[config.mk]
export PLATFORM = sky130hd
export DESIGN_NAME = muldiv_seq
export DESIGN_NICKNAME = d
export VERILOG_FILES = /design/src/rtl/muldiv_seq_pkg.sv /design/src/rtl/muldiv_step.sv /design/src/rtl/muldiv_seq.sv
export SDC_FILE = /design/constraint.sdc
export NUM_CORES = 1
export LEC_CHECK = 0
export ABC_AREA = 1
export CORE_UTILIZATION = 45
export DETAILED_ROUTE_END_ITERATION = 6
export GPL_TIMING_DRIVEN = 0
export PLACE_DENSITY = 0.65
export SLEW_MARGIN = 20
export SYNTH_ARGS = -nofsm -noshare
export SYNTH_HDL_FRONTEND = slang
export SYNTH_SLANG_ARGS = --single-unit
[constraint.sdc]
create_clock -name clk -period 16.4 [get_ports clk]
set_input_delay 4.92 -clock clk [delete_from_list [all_inputs] [get_ports clk]]
set_output_delay 4.92 -clock clk [all_outputs]
set_load 0.005 [all_outputs]
[src/rtl/muldiv_seq_pkg.sv]
// Shared definitions for the iterative multiply/divide sequencer.
// Holds the mul/div op codes and the sequencer state encoding.
package muldiv_seq_pkg;

  localparam logic [1:0] MD_MULT  = 2'b00;
  localparam logic [1:0] MD_MULTU = 2'b01;
  localparam logic [1:0] MD_DIV   = 2'b10;
  localparam logic [1:0] MD_DIVU  = 2'b11;

  typedef enum logic [1:0] {
    MD_IDLE = 2'b00,
    MD_RUN  = 2'b01,
    MD_FIX  = 2'b10
  } md_state_t;

endpackage

[src/rtl/muldiv_step.sv]
// One combinational iteration of the sequencer: radix-2 shift-add for multiply,
// restoring subtract-and-shift for divide. acc holds {upper, lower} halves.
module muldiv_step #(
  parameter int unsigned WIDTH = 32
) (
  input  logic                 is_div,
  input  logic [2*WIDTH-1:0]   acc,
  input  logic [WIDTH-1:0]     operand,
  output logic [2*WIDTH-1:0]   acc_next
);

  logic [WIDTH:0] sum;
  logic [WIDTH:0] rem_sh;
  logic [WIDTH:0] diff;

  always_comb begin
    sum    = {1'b0, acc[2*WIDTH-1:WIDTH]} + {1'b0, (acc[0] ? operand : '0)};
    rem_sh = {acc[2*WIDTH-1:WIDTH], acc[WIDTH-1]};
    diff   = rem_sh - {1'b0, operand};
    // diff[WIDTH] is the borrow: remainder stays below 2*divisor, so it is exact
    if (is_div) begin
      if (!diff[WIDTH]) acc_next = {diff[WIDTH-1:0], acc[WIDTH-2:0], 1'b1};
      else              acc_next = {rem_sh[WIDTH-1:0], acc[WIDTH-2:0], 1'b0};
    end else begin
      acc_next = {sum, acc[WIDTH-1:1]};
    end
  end

endmodule

[src/rtl/muldiv_seq.sv]
// Iterative MULT/MULTU/DIV/DIVU sequencer owning HI/LO. Operates on magnitudes,
// applies signs in the FIX cycle, and stalls decode while a result is pending.
module muldiv_seq
  import muldiv_seq_pkg::*;
#(
  parameter int unsigned WIDTH = 32
) (
  input  logic             clk,
  input  logic             rst,
  input  logic             start,
  input  logic [1:0]       op,
  input  logic [WIDTH-1:0] op_x,
  input  logic [WIDTH-1:0] op_y,
  input  logic             kill,
  input  logic             mthi,
  input  logic             mtlo,
  input  logic [WIDTH-1:0] wdata,
  input  logic             rd_hilo,
  output logic             busy,
  output logic             stall,
  output logic             done,
  output logic [WIDTH-1:0] hi,
  output logic [WIDTH-1:0] lo
);

  localparam int unsigned CW = (WIDTH > 1) ? $clog2(WIDTH) : 1;

  md_state_t          state;
  logic [CW-1:0]      count;
  logic [2*WIDTH-1:0] acc;
  logic [2*WIDTH-1:0] acc_next;
  logic [WIDTH-1:0]   operand;
  logic               is_div, neg_res, neg_rem, div_zero;

  logic               is_signed, x_neg, y_neg;
  logic [WIDTH-1:0]   x_abs, y_abs;
  logic [2*WIDTH-1:0] prod_fix;
  logic [WIDTH-1:0]   quot_fix, rem_fix;

  always_comb begin
    is_signed = (op == MD_MULT) || (op == MD_DIV);
    x_neg     = is_signed & op_x[WIDTH-1];
    y_neg     = is_signed & op_y[WIDTH-1];
    x_abs     = x_neg ? -op_x : op_x;
    y_abs     = y_neg ? -op_y : op_y;
    prod_fix  = neg_res ? -acc : acc;
    // divide by zero leaves |x| as remainder, so the sign fix restores op_x in hi
    quot_fix  = div_zero ? '1 : (neg_res ? -acc[WIDTH-1:0] : acc[WIDTH-1:0]);
    rem_fix   = neg_rem ? -acc[2*WIDTH-1:WIDTH] : acc[2*WIDTH-1:WIDTH];
  end

  muldiv_step #(.WIDTH(WIDTH)) u_step (
    .is_div   (is_div),
    .acc      (acc),
    .operand  (operand),
    .acc_next (acc_next)
  );

  always_ff @(posedge clk or posedge rst) begin
    if (rst) begin
      state    <= MD_IDLE;
      count    <= '0;
      acc      <= '0;
      operand  <= '0;
      is_div   <= 1'b0;
      neg_res  <= 1'b0;
      neg_rem  <= 1'b0;
      div_zero <= 1'b0;
      hi       <= '0;
      lo       <= '0;
    end else begin
      case (state)
        MD_IDLE: begin
          if (start && !kill) begin
            state    <= MD_RUN;
            count    <= CW'(WIDTH - 1);
            is_div   <= op[1];
            neg_res  <= x_neg ^ y_neg;
            neg_rem  <= x_neg;
            div_zero <= op[1] && (op_y == '0);
            if (op[1]) begin
              acc     <= {{WIDTH{1'b0}}, x_abs};
              operand <= y_abs;
            end else begin
              acc     <= {{WIDTH{1'b0}}, y_abs};
              operand <= x_abs;
            end
          end else begin
            if (mthi) hi <= wdata;
            if (mtlo) lo <= wdata;
          end
        end
        MD_RUN: begin
          if (kill) begin
            state <= MD_IDLE;
          end else begin
            acc <= acc_next;
            if (count == '0) state <= MD_FIX;
            else             count <= count - 1'b1;
          end
        end
        MD_FIX: begin
          state <= MD_IDLE;
          if (!kill) begin
            if (is_div) begin
              hi <= rem_fix;
              lo <= quot_fix;
            end else begin
              {hi, lo} <= prod_fix;
            end
          end
        end
        default: state <= MD_IDLE;
      endcase
    end
  end

  assign busy  = (state != MD_IDLE);
  assign stall = busy & (rd_hilo | start | mthi | mtlo);
  assign done  = (state == MD_FIX) & ~kill;

endmodule

==> results of run 1 <==
[cells in the mapped netlist (4+ instances only)]
cell type	number
inv_2	17
xnor2_1	15
buf_2	22
a2bb2oi_1	10
or2_2	16
nand4_1	37
a21boi_0	5
o21a_1	7
nand3_2	7
nand2_1	936
o21ai_0	138
o221ai_1	12
nor2_2	9
nand2_2	18
xor2_1	42
o211ai_1	29
a211o_1	4
buf_4	6
a22oi_1	19
nor3_1	25
or2_0	7
nor2_1	351
dfrtp_1	171
nor4_1	4
o21ai_1	30
ha_1	70
clkbuf_1	63
o31ai_1	6
nand3b_1	9
a21oi_1	202
nand3_1	320
a21boi_1	10
inv_1	433
o21bai_1	12
buf_1	13
a31oi_1	21
nor2_4	6
[logic make-up (layout without fill, tap and decap cells)]
kind of cell | after synthesis | after routing | share of synthesized area (%)
xor gates and xnor gates | 57 | 57 | 2.74
adders and majority gates | 72 | 72 | 5.03
buffers and inverters | 558 | 762 | 11.9
and+or+nand+nor | 1753 | 1753 | 40.6
DFF | 171 | 171 | 23.5
AOI/OAI and AO/OA | 515 | 515 | 16.2
[cell type report]
| type | instances | area [µm²] | share of cell area (%) |
|---|---|---|---|
| Clock inverter | 14 | 173 | 0.813 |
| Sequential cell | 171 | 4280 | 20.1 |
| Clock buffer | 18 | 439 | 2.07 |
| Inverter | 452 | 1700 | 8.02 |
| Tap cell | 525 | 657 | 3.09 |
| Multi-Input combinational cell | 2397 | 11800 | 55.4 |
| Buffer | 106 | 472 | 2.22 |
| Timing Repair Buffer | 172 | 1740 | 8.19 |
[registers in the layout, summed over array words and instances, names as in the netlist]
register and cells:
acc 64, hi 32, lo 32, operand 32, count 5, state 2, div_zero 1, is_div 1
neg_rem 1, neg_res 1
[layer usage]
layer | track usage (%) | up-vias | part of all wire (%)
li1 | - | 10500 | -
met1 | 54.0 | 10400 | 41
met2 | 61.4 | 1328 | 43
met3 | 7.78 | 211 | 10
met4 | 20.6 | 2 | 5.5
met5 | 0 | - | 0.015
[worst paths after layout]
kind                       startpoint       to  slack (ns)  cells past startpoint
max                              kill     done        5.34                      3
min                            hi[11]   hi[11]        0.49                      2
max reg2reg                    acc[0]  acc[51]       12.93                     18
min reg2reg                    hi[11]   hi[11]        0.49                      2
max in group asynchronous         rst   acc[6]       10.56                      3
min in group asynchronous         rst  acc[62]        4.90                      2
[cell usage in the layout (no fill, tap or decap), drive strengths merged]
cell           netlist  routed
xor2                42      42
a2bb2oi             10      10
o41ai                1       1
clkbuf              63      81
nand4               38      38
nand3b               9       9
buf                 43      44
nor3                27      27
nand2              955     955
nand3              327     327
a31oi               21      21
a21oi              205     205
clkinv               2       4
nor2               366     366
fa                   2       2
and3                 2       2
bufinv               0       2
o31ai                6       6
clkinvlp             0       1
nor4                 4       4
or2                 23      23
a22oi               19      19
and2                 2       2
inv                450     459
xnor2               15      15
o221ai              12      12
a211o                4       4
a21boi              15      15
o21bai              12      12
o22ai                1       1
o21a                 7       7
dfrtp              171     171
ha                  70      70
clkdlybuf4s50        0     171
o211ai              29      29
o21ai              170     170
a21o                 3       3
[per-stage QoR]
| stage | utilization (%) | hold slack [ns] | power, W | worst slack [ns] |
|---|---|---|---|---|
| 6_report | 53.3 | 0.491 | 0.00340 | 5.34 |
| 2_1_floorplan | - | 0.446 | 0.00211 | 6.31 |
| 3_3_place_gp | 51.7 | 0.464 | 0.00285 | 4.32 |
| 3_5_place_dp | 51.8 | 0.471 | 0.00288 | 5.34 |
| 5_1_grt | 53.3 | 0.512 | 0.00364 | 5.28 |
| 4_1_cts | 53.3 | 0.489 | 0.00332 | 5.34 |
[worst max-delay path: stages]
cell and delay [ns]:
clkdlybuf4s50_1 0.55, nor2_1 0.16, clkdlybuf4s50_1 0.51
[power by group through the flow]
stage,Clock [W],Sequential [W],Combinational (W)
floorplan,0,0.000646,0.00147
global placement,0,0.000748,0.00211
detailed placement,0,0.000752,0.00213
CTS,0.000436,0.000745,0.00214
global route,0.000451,0.000763,0.00242
finish,0.000439,0.000761,0.00220
==> flow_summary.toml, run 1 <==
[route]
avgRoutedWirePerCell_um = 21.8
drc = 11
routed_wl_um = 84200
ant_nets = 0
drt_first_pass_iters = 7
drt_iter0_markers = 2608
post_drt_via_cell_ratio = 5.82
vias = 22400

[pwr]
power_frac_seq_pct = 22.4
p_clk_share_pct = 12.9
p_leak_nw = 10.7
intPower_w = 0.00150
switching_share_pct = 55.9
p_comb_share_pct = 64.7
netSwitchingPower_w = 0.00190
ir_worst_vdd_uv = 121
p_per_area_nw_per_um2 = 160

[worst_setup_path]
start_kind = "input pin"
critPathKind = "in2out"
cp_data_arrival_time_ns = 6.14
worst-path-max-fanout = 5
end_kind = "output pin"
worstPathRequired_ns = 11.48

[global_routing]
grt_overflow = 0
grt_pass1_vias = 20700
antenna_found_initial = 1
grt_first_pass_wirelength_um = 124000
grt_usage_pct = 40.3
grt_max_degree = 100

[clock_tree]
clock_sinks = 171
cts_root_buf = "clkbuf_16"
cts_tree = "yes"
cts_hold_buf = 0
ctsResizeCount = 0
clock_path_buffers = 2
numCtsBuffers = 17
post_cts_buffers = 0
clk_latency_ns = 0.47
htree_levels = 4
clk_pin_slew_ns = 0.07

[final_layout]
final_nets = 3494
nFillCells = 4211
drive_above_1_share_pct = 4.38
area_delta_synth_final_pct = 16.5
instances_no_fill = 3855
fin_area_um2 = 21200
diodes = 0

[synth]
syn_area_um2 = 18200
synthFlopType = "dfrtp_1"
ys_seq_area_share_pct = 23.5
syn_nets = 3303
synth_cell_type_count = 52
synth.top_cells.by_area = "dfrtp_1 (23%), nand2_1 (19%), inv_1 (8.9%), nand3_1 (8.8%), nor2_1 (7.2%)"
synth_top_cell_area_share_pct = 23.5
yosysTopAreaCell = "dfrtp_1"
synthCells = 3126
async_flop_share_pct = 100
synth_edf_count = 0
synth-seq-cells = 171
syn_avg_cell_area_um2 = 5.83
yosysWarnings = 0

[floorplanning]
die_x_um = 203
num_io_pins = 172
die_h_um = 203
rows = 73
core-area_um2 = 39800
die_area_um2 = 41300
start_util_pct = 45.8

[placement]
dp.cells = 3823
port-buffer-count = 171
place_area_um2 = 20600
gp_congestion = 1.06
place_hpwl_um = 70400

[timing]
finalSetupTns_ns = 0
fin_crit_sh_pct = 67.5
skew_ns = 0.0153
slew_violations = 0
tightest_slew_ns = 0.955
fin_crit_ns = 11.06
max_freq_ghz = 0.0904
setup_violations = 0
relSlewSlack_pct = 36.3
hold_violations = 0
rsz0062_at_grt = "false"

[outcome]
status = "complete, but fails checks"
violations = "DRC"

[min_path]
hp-class = "reg2reg"

[job]
max_cap_viol_count = 0
No activity file was read; power rests on OpenSTA's default activity.
==> run 2: changes to the inputs <==
PLACE_DENSITY = 0.68   (was 0.65)
clock period = 9.73 ns   (was 16.4 ns; I/O delays follow)
==> run 2 against run 1 <==
The run now ends clean. Worst setup slack lost 2.7 ns. Sequential power grew 71%. Sequential share of layout area is essentially flat. Non-clock buffer count is the same. Critical endpoint unchanged. Total power grew 69%. Critical path depth is the same. Clock power grew 68%. First-iteration DRC count shrank 3.6%. Cell count is the same. Via count shrank 1.1%.
==> flow_summary.toml, run 2 (same netlist as run 1, synthesis figures left out) <==
[outcome]
status = "finished clean"

[pwr]
p_per_area_nw_per_um2 = 270
p_leak_nw = 10.7
finalPower_w = 0.00574
p_comb_share_pct = 64.5
intPower_w = 0.00250
netSwitchingPower_w = 0.00324
ir_worst_vdd_uv = 159
p_clk_share_pct = 12.9
switching_share_pct = 56.4
power_frac_seq_pct = 22.6

[worst_setup_path]
worst-path-max-fanout = 5
path_cells = "clkdlybuf4s50_1, nor2_1, clkdlybuf4s50_1"
critPathKind = "in2out"
rrSetupSlack_ns = 6.51
cp_common_cell = "clkdlybuf4s50_1"
r2r_start = "acc[0]"
critical-path-top-delay-family = "buffers and inverters"
cp_data_arrival_time_ns = 4.19
end_kind = "output pin"
reg2reg_depth = 16
r2r_end = "acc[57]"
critPathBufInv = 2
worstPathRequired_ns = 6.81
critPathSlowestCell = "clkdlybuf4s50_1"
start_kind = "input pin"
slowest_delay_ns = 0.56

[floorplanning]
num_io_pins = 172
rows = 73
core-area_um2 = 39800
die_x_um = 203
start_util_pct = 45.8
die_h_um = 203
die_area_um2 = 41300

[final_layout]
diodes = 0
instances_no_fill = 3855
top_register = "acc"
layout_common_cells = "nand2_1 (936), inv_1 (432), nor2_1 (351), nand3_1 (320), a21oi_1 (202)"
final_nets = 3494
fin_area_um2 = 21200
final_util_pct = 53.4
drive_above_1_share_pct = 4.38
area_delta_synth_final_pct = 16.6
final_common_cell = "nand2_1"
largest_reg_flops = 64

[placement]
place_hpwl_um = 68900
post-place-ws_ns = 2.67
dp.cells = 3823
gp_congestion = 1.10
port-buffer-count = 171
place_area_um2 = 20600

[global_routing]
grt_first_pass_wirelength_um = 122000
grt_usage_pct = 39.6
grt_max_degree = 94
grt_overflow = 0
grt_pass1_vias = 20000
antenna_found_initial = 0

[min_path]
hp-class = "reg2reg"
min-delay-start = "hi[7]"
min_to = "hi[7]"
hold_depth = 2

[timing]
fin_crit_ns = 7.11
rsz0062_at_grt = "false"
relSlewSlack_pct = 38.9
fin_crit_sh_pct = 73.1
tightest_slew_ns = 0.917
skew_ns = 0.0219
setup_slack_ns = 2.62
slew_violations = 0
max_freq_ghz = 0.141
hold_violations = 0
setup_violations = 0

[clock_tree]
cts_tree = "yes"
post_cts_buffers = 0
clock_sinks = 171
cts_hold_buf = 0
cts_root_buf = "clkbuf_16"
clk_latency_ns = 0.47
numCtsBuffers = 17
clock_path_buffers = 2
clk_pin_slew_ns = 0.07
ctsResizeCount = 0
htree_levels = 4

[route]
vias = 22200
routed_wl_um = 82700
avgRoutedWirePerCell_um = 21.5
drt_first_pass_iters = 6
post_drt_via_cell_ratio = 5.76
ant_nets = 0
drc = 0
drt_iter0_markers = 2514

[job]
max_cap_viol_count = 0
-- run 2: changes by cell type in the layout (fill, tap and decap cells not counted), sizes merged --
| cell | previous run | this run |
|---|---|---|
| bufinv | 2 | 1 |
| clkbuf | 81 | 80 |
| inv | 459 | 457 |
| clkinv | 4 | 8 |
-- run 2: how the worst max path moves through the flow --
stage	to	slack [ns]	from	cells after the start
2_1_floorplan	acc[0]	2.18	rst	1
3_3_place_gp	state[1]	-0.55	rst	2
4_1_cts	done	2.66	kill	3
3_5_place_dp	done	2.67	kill	3
5_1_grt	done	2.61	kill	3
6_report	done	2.62	kill	3
-- run 2: power by group through the flow --
stage / clock, W / combinational, W / sequential, W
2_1_floorplan: 0 / 0.00247 / 0.00109
3_3_place_gp: 0 / 0.00353 / 0.00127
3_5_place_dp: 0 / 0.00356 / 0.00128
4_1_cts: 0.000737 / 0.00358 / 0.00127
5_1_grt: 0.000765 / 0.00406 / 0.00130
6_report: 0.000738 / 0.00370 / 0.00130
-- run 2: cell type report --
class	count	area, µm²
clock inverter	15	196
timing repair buffer	172	1740
inverter	452	1700
sequential	171	4280
tap	525	657
fill	4211	18600
clock buffer	17	425
multi-input combinational	2397	11800
buffer	106	472
-- run 2: through the flow --
stage,hold WS [ns],TNS [ns]
after floorplan,0.446,0
after global placement,0.464,-87.94
after detailed placement,0.464,0
after CTS,0.484,0
after global routing,0.505,0
final,0.480,0
-- run 2: worst reg2reg max path: cells and delay by family (launching register included) --
kind	cells	cell delay [ns]
buf+inv	4	0.81
compound gates	2	0.50
flops	1	0.32
simple gates	9	1.23
fa+ha+maj	1	0.27
-- run 2: per-layer routing --
| layer | global-route usage (%) | routed length [µm] | up-vias |
|---|---|---|---|
| li1 | - | - | 10500 |
| met1 | 55.4 | 35100 | 10200 |
| met2 | 58.3 | 34200 | 1302 |
| met3 | 7.43 | 8990 | 195 |
| met4 | 19.1 | 4480 | 0 |
| met5 | 0 | 0 | - |
